$ cat src/rtl/bin2bcd_seq_if.sv
// bin2bcd_seq_if
//   Handshake and result bundle between a producer of binary values and the
//   sequential binary-to-BCD converter.
//
//   Signals:
//     start    - request a conversion of bin_in (producer -> converter)
//     bin_in   - unsigned binary value, BIN_W bits (producer -> converter)
//     busy     - conversion in progress (converter -> producer)
//     done     - one-cycle pulse when bcd_out/overflow update
//     bcd_out  - packed BCD, digit3..digit0 in [15:12]..[3:0]
//     overflow - captured value exceeded the saturation limit
//
//   Modports: master = producer side, slave = converter side.
interface bin2bcd_seq_if #(
  parameter int BIN_W = 14
);
  logic             start;
  logic [BIN_W-1:0] bin_in;
  logic             busy;
  logic             done;
  logic [15:0]      bcd_out;
  logic             overflow;

  modport master (
    output start,
    output bin_in,
    input  busy,
    input  done,
    input  bcd_out,
    input  overflow
  );

  modport slave (
    input  start,
    input  bin_in,
    output busy,
    output done,
    output bcd_out,
    output overflow
  );
endinterface

$ cat src/rtl/bin2bcd_seq.sv
// bin2bcd_seq
//   Sequential binary-to-BCD converter (shift-and-add-3 / double-dabble),
//   one input bit per clock. Feeds the 4-digit seven-segment multiplexer, so
//   the result register only changes on a completed conversion.
//
//   Ports:
//     clk_i-style scalars kept plain:
//       clk    - system clock
//       rst_n  - asynchronous active-low reset
//     bus (bin2bcd_seq_if.slave):
//       start, bin_in  - conversion request, sampled only while idle
//       busy, done     - progress flag and one-cycle completion pulse
//       bcd_out        - packed BCD result, most significant digit in [15:12]
//       overflow       - bin_in was above MAX_VAL when captured
//
//   Parameters:
//     BIN_W   - binary input width (4..14)
//     MAX_VAL - saturation limit; larger inputs are clamped before conversion
//
//   Optional build macro:
//     BIN2BCD_BLANK_LEADING_ZERO_EN - replace leading zero digits (digit3 down
//     to digit1) with 4'hF so the downstream decoder blanks them.
module bin2bcd_seq #(
  parameter int BIN_W   = 14,
  parameter int MAX_VAL = 9999
) (
  input logic         clk,
  input logic         rst_n,
  bin2bcd_seq_if.slave bus
);

  localparam logic [31:0]      MaxValU  = 32'(MAX_VAL);
  localparam logic [BIN_W-1:0] MaxClamp = BIN_W'(MAX_VAL);
  localparam logic [3:0]       LastCnt  = 4'(BIN_W - 1);

  typedef enum logic {
    IDLE,
    SHIFT
  } state_e;

  state_e           state_q;
  logic [BIN_W-1:0] shift_q;
  logic [15:0]      scratch_q;
  logic [15:0]      scratch_d;
  logic [15:0]      adjusted;
  logic [15:0]      result_d;
  logic [3:0]       count_q;
  logic             ovf_latch_q;
  logic             busy_q;
  logic             done_q;
  logic [15:0]      bcd_q;
  logic             overflow_q;
  logic             over_limit;

  // Saturation compare, only meaningful at capture time.
  assign over_limit = (32'(bus.bin_in) > MaxValU);

  // Add 3 to every digit that is 5 or more, then shift the next binary bit
  // in. Each digit stays 4 bits: a digit <= 9 after the shift cannot carry.
  always_comb begin
    adjusted = scratch_q;
    for (int i = 0; i < 4; i++) begin
      if (scratch_q[i*4 +: 4] >= 4'd5) begin
        adjusted[i*4 +: 4] = scratch_q[i*4 +: 4] + 4'd3;
      end
    end
    scratch_d = {adjusted[14:0], shift_q[BIN_W-1]};
  end

`ifdef BIN2BCD_BLANK_LEADING_ZERO_EN
  // Leading zeros from digit3 downward become 4'hF; digit0 always shows.
  always_comb begin
    logic leading;
    leading  = 1'b1;
    result_d = scratch_d;
    for (int i = 3; i >= 1; i--) begin
      if (leading && (scratch_d[i*4 +: 4] == 4'd0)) begin
        result_d[i*4 +: 4] = 4'hF;
      end else begin
        leading = 1'b0;
      end
    end
  end
`else
  always_comb begin
    result_d = scratch_d;
  end
`endif

  // Control FSM and all registered outputs. The result register is loaded
  // only on the final shift edge, so the display never sees partial values.
  always_ff @(posedge clk or negedge rst_n) begin
    if (!rst_n) begin
      state_q     <= IDLE;
      shift_q     <= '0;
      scratch_q   <= '0;
      count_q     <= '0;
      ovf_latch_q <= 1'b0;
      busy_q      <= 1'b0;
      done_q      <= 1'b0;
      bcd_q       <= 16'h0000;
      overflow_q  <= 1'b0;
    end else begin
      done_q <= 1'b0;
      case (state_q)
        IDLE: begin
          if (bus.start) begin
            shift_q     <= over_limit ? MaxClamp : bus.bin_in;
            scratch_q   <= '0;
            count_q     <= '0;
            ovf_latch_q <= over_limit;
            busy_q      <= 1'b1;
            state_q     <= SHIFT;
          end
        end
        SHIFT: begin
          scratch_q <= scratch_d;
          shift_q   <= {shift_q[BIN_W-2:0], 1'b0};
          count_q   <= count_q + 4'd1;
          if (count_q == LastCnt) begin
            bcd_q      <= result_d;
            overflow_q <= ovf_latch_q;
            done_q     <= 1'b1;
            busy_q     <= 1'b0;
            state_q    <= IDLE;
          end
        end
        default: state_q <= IDLE;
      endcase
    end
  end

  assign bus.busy     = busy_q;
  assign bus.done     = done_q;
  assign bus.bcd_out  = bcd_q;
  assign bus.overflow = overflow_q;

endmodule

$ cat src/flat_wrapper.sv
// flat-port wrapper written by rule: the top's interface ports become plain ports
module bin2bcd_seq_flat 
#(
  parameter int BIN_W   = 14,
  parameter int MAX_VAL = 9999
)
  (clk, rst_n, bus_start, bus_bin_in, bus_busy, bus_done, bus_bcd_out, bus_overflow);
  bin2bcd_seq_if #(.BIN_W(BIN_W)) bus_i ();
  input logic clk;
  input logic rst_n;
  input wire logic [$bits(bus_i.start)-1:0] bus_start;
  input wire logic [$bits(bus_i.bin_in)-1:0] bus_bin_in;
  output wire logic [$bits(bus_i.busy)-1:0] bus_busy;
  output wire logic [$bits(bus_i.done)-1:0] bus_done;
  output wire logic [$bits(bus_i.bcd_out)-1:0] bus_bcd_out;
  output wire logic [$bits(bus_i.overflow)-1:0] bus_overflow;
  assign bus_i.start = bus_start;
  assign bus_i.bin_in = bus_bin_in;
  assign bus_busy = bus_i.busy;
  assign bus_done = bus_i.done;
  assign bus_bcd_out = bus_i.bcd_out;
  assign bus_overflow = bus_i.overflow;
  bin2bcd_seq #(.BIN_W(BIN_W), .MAX_VAL(MAX_VAL)) u_core (.clk(clk), .rst_n(rst_n), .bus(bus_i));
endmodule
$ cat config.mk
export PLATFORM = sky130hd
export DESIGN_NAME = bin2bcd_seq_flat
export DESIGN_NICKNAME = d
export VERILOG_FILES = /design/src/rtl/bin2bcd_seq_if.sv /design/src/rtl/bin2bcd_seq.sv /design/src/flat_wrapper.sv
export SDC_FILE = /design/constraint.sdc
export NUM_CORES = 1
export LEC_CHECK = 0
export CAP_MARGIN = 25
export CORE_MARGIN = 2
export CORE_UTILIZATION = 55
export DETAILED_ROUTE_END_ITERATION = 10
export GPL_TIMING_DRIVEN = 0
export MAX_ROUTING_LAYER = met4
export PLACE_DENSITY = 0.79
export SLEW_MARGIN = 5
export SYNTH_ARGS = -nofsm -noshare
export SYNTH_HDL_FRONTEND = slang
export SYNTH_SLANG_ARGS = --single-unit
$ cat constraint.sdc
create_clock -name clk -period 1.9 [get_ports clk]
set_clock_uncertainty 0.15 [all_clocks]
set_input_delay 0.38 -clock clk [delete_from_list [all_inputs] [get_ports clk]]
set_output_delay 0.38 -clock clk [all_outputs]
set_load 0.05 [all_outputs]
# Word level (Yosys, flattened, before mapping)
# Cells that the tools add are included.
# Widths: inputs -> output; s select.
[word_totals] ff_bits=55 n_memories=0 ram_bits=0 word_cells=45 mem_bits_ro=0 latch_bits=0
[op_classes] n_bitwise=1 n_reduce_logical=3 eq_ne=3 n_shift=0 multipliers=0 n_lt_le_gt_ge=5 n_addsub=5 n_mux=19 n_div=0
[op_table] op="$pmux 16 s2" n=1
[op_table] op="$mux 14" n=2
[op_table] op="$pmux 14 s2" n=1
[op_table] op="$ge 4x3->1 const B" n=4
[op_table] op="$mux 16" n=1
[op_table] op="$mux 4" n=4
[op_table] op="$gt 14x14->1 const B" n=1
[op_table] op="$add 4x2->4 const B" n=3
[op_table] op="$pmux 4 s2" n=1
[op_table] op="$mux 1" n=6
[op_table] op="$reduce_and 2->1" n=3
[op_table] op="$add 4x1->4 const B" n=1
[op_table] op="$eq 4x4->1 const B" n=1
[op_table] op="$ne 2x2->1 const B" n=2
[op_table] op="$pmux 1 s2" n=2
[op_table] op="$add 3x2->3 const B" n=1
[op_table] op="$mux 3" n=1
[op_table] op="$not 1->1" n=1

# Logic depth before layout (Yosys ltp)
[depth] ltp_word=4 mapped_depth=6 depth_no_buf=6

# Worst setup path after synthesis
# No wires, ideal clock.
[synth_timing] kind="register to register" from="reg u_core.scratch_q[12]" to="reg u_core.bcd_q[14], in the netlist u_core.bus.bcd_out[14]" path_stages_with_launch=7 slack_ns=0.293 period_less_slack_ns=1.607 t_arrival_ns=1.374 required_ns=1.667 cell_sequence="dfrtp_1 -> inv_1 -> ha_1 -> nand2b_1 -> a21oi_1 -> mux2_2 -> o21ai_0"
[synth_between] elab_chain_len=2 elab_cells_between_ends=3
[synth_lines] element="start, declared" line_no="bin2bcd_seq.sv:43" text="logic [15:0] scratch_q;"
[synth_lines] element="start signal, assigned" line_no="bin2bcd_seq.sv:117" text="scratch_q <= scratch_d;"
[synth_lines] element="$ge 4x3->1 or $add 3x2->3 (tied branches)" line_no="bin2bcd_seq.sv:63, bin2bcd_seq.sv:64"
[synth_lines] element="$mux 3 *" line_no="bin2bcd_seq.sv:63" text="if (scratch_q[i*4 +: 4] >= 4'd5) begin"
[synth_lines] element="end signal, assigned" line_no="bin2bcd_seq.sv:121" text="bcd_q <= result_d;"
[synth_lines] element="end, declared" line_no="bin2bcd_seq.sv:51" text="logic [15:0] bcd_q;"
# Mark *: on every way between the ends. The rest lies on a longest branch, timed or not.
# A chain may end at the register's enable or synchronous reset.

# Final worst setup path
[layout_timing] from="reg u_core.overflow_q, in the netlist u_core.bus.overflow" to="out bus_overflow"
[layout_lines] element="start, declared" line_no="bin2bcd_seq.sv:52" text="logic overflow_q;"
[layout_lines] element="start signal, assigned" line_no="bin2bcd_seq.sv:122" text="overflow_q <= ovf_latch_q;"
[layout_lines] element="end, declared" line_no="flat_wrapper.sv:16" text="output wire logic [$bits(bus_i.overflow)-1:0] bus_overflow;"
# No word-level cell between the ends.

==> metrics.md <==
| Metric | Value |
|---|---|
| Status | complete, no violations |
| NumNets Final | 318 |
| GRT overflow | 0 |
| Global-route wire length before repair | 9.19 mm |
| Worst path top cell family by delay | buffers and inverters |
| Mapped Nets | 275 |
| Vias in the first global route | 1913 |
| Share of cells above drive strength 1 | 15.4% |
| Final hold slack | 0.231 ns |
| Period utilisation layout | 92.2% |
| GP Congestion | 0.801 |
| Clock Sinks | 55 |
| Final Setup Violations | 0 |
| Final Non-Filler Cells | 359 |
| Crit path to | bus_overflow |
| Routed via count | 1936 |
| DR DRC count | 0 |
| Synth Area in Compound Gates | 11.4% |
| Ports | 36 |
| Adder-cell share of the synthesized area | 4.50% |
| Hold Fails Final Rpt | 0 |
| Top cell type by total area after synthesis | dfrtp_1 |
| R2r setup slk | 0.19 ns |
| Gate power share | 51.3% |
| #FFs+latches synth | 55 |
| Dominant cells by area after synthesis | dfrtp_1, mux2i_1, mux2_4 |
| Worst setup SP type | register |
| Slowest CP cell | dlygate4sd2_1 |
| I/O Buffers | 34 |
| Largest net degree at the start of global routing | 34 |
| Reg2Reg Depth | 6 |
| Clk_lat worst skew | 0.32 ns |
| Required @ worst endpoint | 1.37 ns |
| FMAX | 571 MHz |
| Routed wire length per instance | 14.9 um |
| Detailed placement HPWL | 3.90 mm |
| Cell count after synthesis | 248 |
| Number of CTS-inserted buffers | 5 |
| Placed insts | 350 |
| Crit path depth | 1 |
| Max cap viols | 0 |
| Top layer in use | met4 |
| Internal | 3.12 mW |
| Slew Viols, Final | 0 |
| Die ar. | 5640 sq um |
| Met3 WL post-DR | 135 um |
| Core area | 4790 sq um |
| Die Ht | 75.1 um |
| Met2 wire length | 2.45 mm |
| Sw frac | 43.4% |
| Dominant synthesized flop cell | dfrtp_1 |
| Critical-path cell list | dlygate4sd2_1 |
| Worst setup EP type | primary output |
| Post-CTS Setup Bufs | 0 |
| Max stage delay on crit path | 0.54 ns |
| Hold Crit Depth | 3 |
| Area fraction of the dominant cell type after synthesis | 49.5% |
| Setup TNS | 0 ns |
| Synthesized area | 2780 sq um |
| XOR/XNOR share of the synthesized area | 1.58% |
| Critical path type | reg -> out |
| HP Start | bus_start |
| Slew headroom | 64.5% |
| Die extent in x | 75.1 um |
| Syn-to-layout area delta | 18.6% |
| H-tree depth | 2 |
| P_leak | 1.67 nW |
| Worst VDD drop | 0.00103 V |
| Yosys warns | 0 |
| Post-synthesis simple-gate area fraction | 14.7% |
| Initial core utilization | 58.1% |
| Synth cell types | 32 |
| Final WL | 5.34 mm |
| FILL cells | 369 |
| ANT nets after route | 0 |
| Crit path arrival time | 1.22 ns |
| RSZ-0062 raised after global routing | false |
| Commonest cells post-synth | dfrtp_1, nand2_1, o21ai_0 |
| Initial DRT Pass Iterations | 4 |
| Sw Pwr | 2.40 mW |
| Initial detailed-routing violation count | 72 |
| Clock tree buffer depth | 2 |
| Power Dens Cells | 1670 nW/um^2 |
| Part of the Yosys area used for sequential elements | 49.5% |
| Min-Delay Path Class | in -> reg |
| Worst R2R Start | u_core.scratch_q[12] |
| CTS root buf | clkbuf_8 |
| Met1 WL | 2.68 mm |
| Reg power frac | 36.8% |
| Worst-path clk slew | 0.10 ns |
| Avg Vias per Cell | 5.39 |
| Least-Margin Pin Slew | 0.532 ns |
| Mean post-synth cell area | 11.2 sq um |
| CP Buf/Inv Count | 1 |
| Crit-path max FO | 2 |
| Most frequent cell after synthesis | dfrtp_1 |
| EDFF count, synth | 0 |
| Post-synthesis mux area share | 14.0% |
| Final Core Density | 68.9% |
| Largest family of logic cells by synthesized area | simple AND/OR/NAND/NOR gates |
| Ys async rst share | 100% |
| TritonCTS clock tree | built |
| Clk network pwr share | 11.9% |
| Total GRT Usage | 22.7% |
| Initial antenna violation count | 0 |
| ANT cells | 0 |
| Reg2reg end | u_core.bus.bcd_out[14] |
| Min cycle time layout | 1.75 ns |
| Worst Setup SP | u_core.bus.overflow |
| Rows | 25 |
==> what timing repair did <==
item                                    4_1_cts  5_1_grt
hold endpoints to repair                     22        0
resized for setup                            19        1
endpoints found under the setup margin       19        2
hold buffers                                  1        0
==> worst min path at each step <==
stage,end,slack [ns]
2_1_floorplan,u_core.bus.bcd_out[0],-0.07
3_3_place_gp,u_core.bus.bcd_out[15],0.31
3_5_place_dp,u_core.shift_q[3],0.25
4_1_cts,u_core.state_q,0.23
5_1_grt,u_core.state_q,0.25
6_report,u_core.state_q,0.23
==> tightest hold or removal path: stages <==
cell and delay [ns]:
buf_6 0.09, nor2_1 0.09, nor2_1 0.09
==> power groups by stage <==
| stage | clock [mW] | sequential [mW] | combinational, mW |
|---|---|---|---|
| after CTS | 0.670 | 2.03 | 2.86 |
| after global routing | 0.721 | 2.11 | 3.13 |
| after global placement | 0 | 2.05 | 2.88 |
| after floorplan | 0 | 2.58 | 1.64 |
| final | 0.654 | 2.03 | 2.83 |
| after detailed placement | 0 | 2.06 | 2.97 |
==> placed cells by master (no fill, tap or decap), types with 7 or more instances in the layout <==
master	count
ha_1	10
inv_1	10
mux2i_1	20
nand2b_1	13
buf_2	9
nor3b_1	13
nand2_1	25
o21ai_0	21
a21oi_1	7
clkdlybuf4s50_1	14
dlygate4sd2_1	19
dfrtp_1	55
nor2_1	7
mux2_4	11
==> layer usage <==
layer  track usage [%]  up-vias
met2              33.6       24
met4              7.54        0
met3              4.42        7
met5                 -        -
met1              31.5      963
li1                  -      942
==> stage by stage <==
stage               power, mW  instance area [sq um]  setup slack [ns]
global placement         4.93                   3200             -1.40
detailed placement       5.03                   3220           -0.0318
global route             5.96                   3300            0.0265
finish                   5.52                   3300             0.148
floorplan                4.22                   2780             0.293
CTS                      5.56                   3290             0.134
==> cell type report <==
cell class | instances | area [sq um] | share of cell area [%]
multi-input cells | 170 | 1290 | 39.0
clock inverters | 3 | 20.0 | 0.607
inverters | 11 | 43.8 | 1.33
clock buffers | 5 | 68.8 | 2.09
flip-flops and latches | 55 | 1380 | 41.7
repair buffers | 36 | 342 | 10.4
plain buffers | 12 | 77.6 | 2.35
well taps | 67 | 83.8 | 2.54
==> kinds of logic after synthesis <==
group / after synthesis
buffers and inverters: 23
multiplexers: 33
AO/OA/AOI/OAI: 49
adder cells (fa/ha/maj): 10
XOR/XNOR: 5
flip-flops: 55
AND/OR/NAND/NOR: 73
==> registers in the layout, summed over array words and instances (netlist names) <==
name                 cells
u_core.bus.overflow      1
u_core.state_q           1
u_core.ovf_latch_q       1
u_core.bus.done          1
u_core.shift_q          14
u_core.bus.bcd_out      16
u_core.count_q           4
u_core.bus.busy          1
u_core.scratch_q        16
Note: power is estimated with default switching activity, not from simulation.
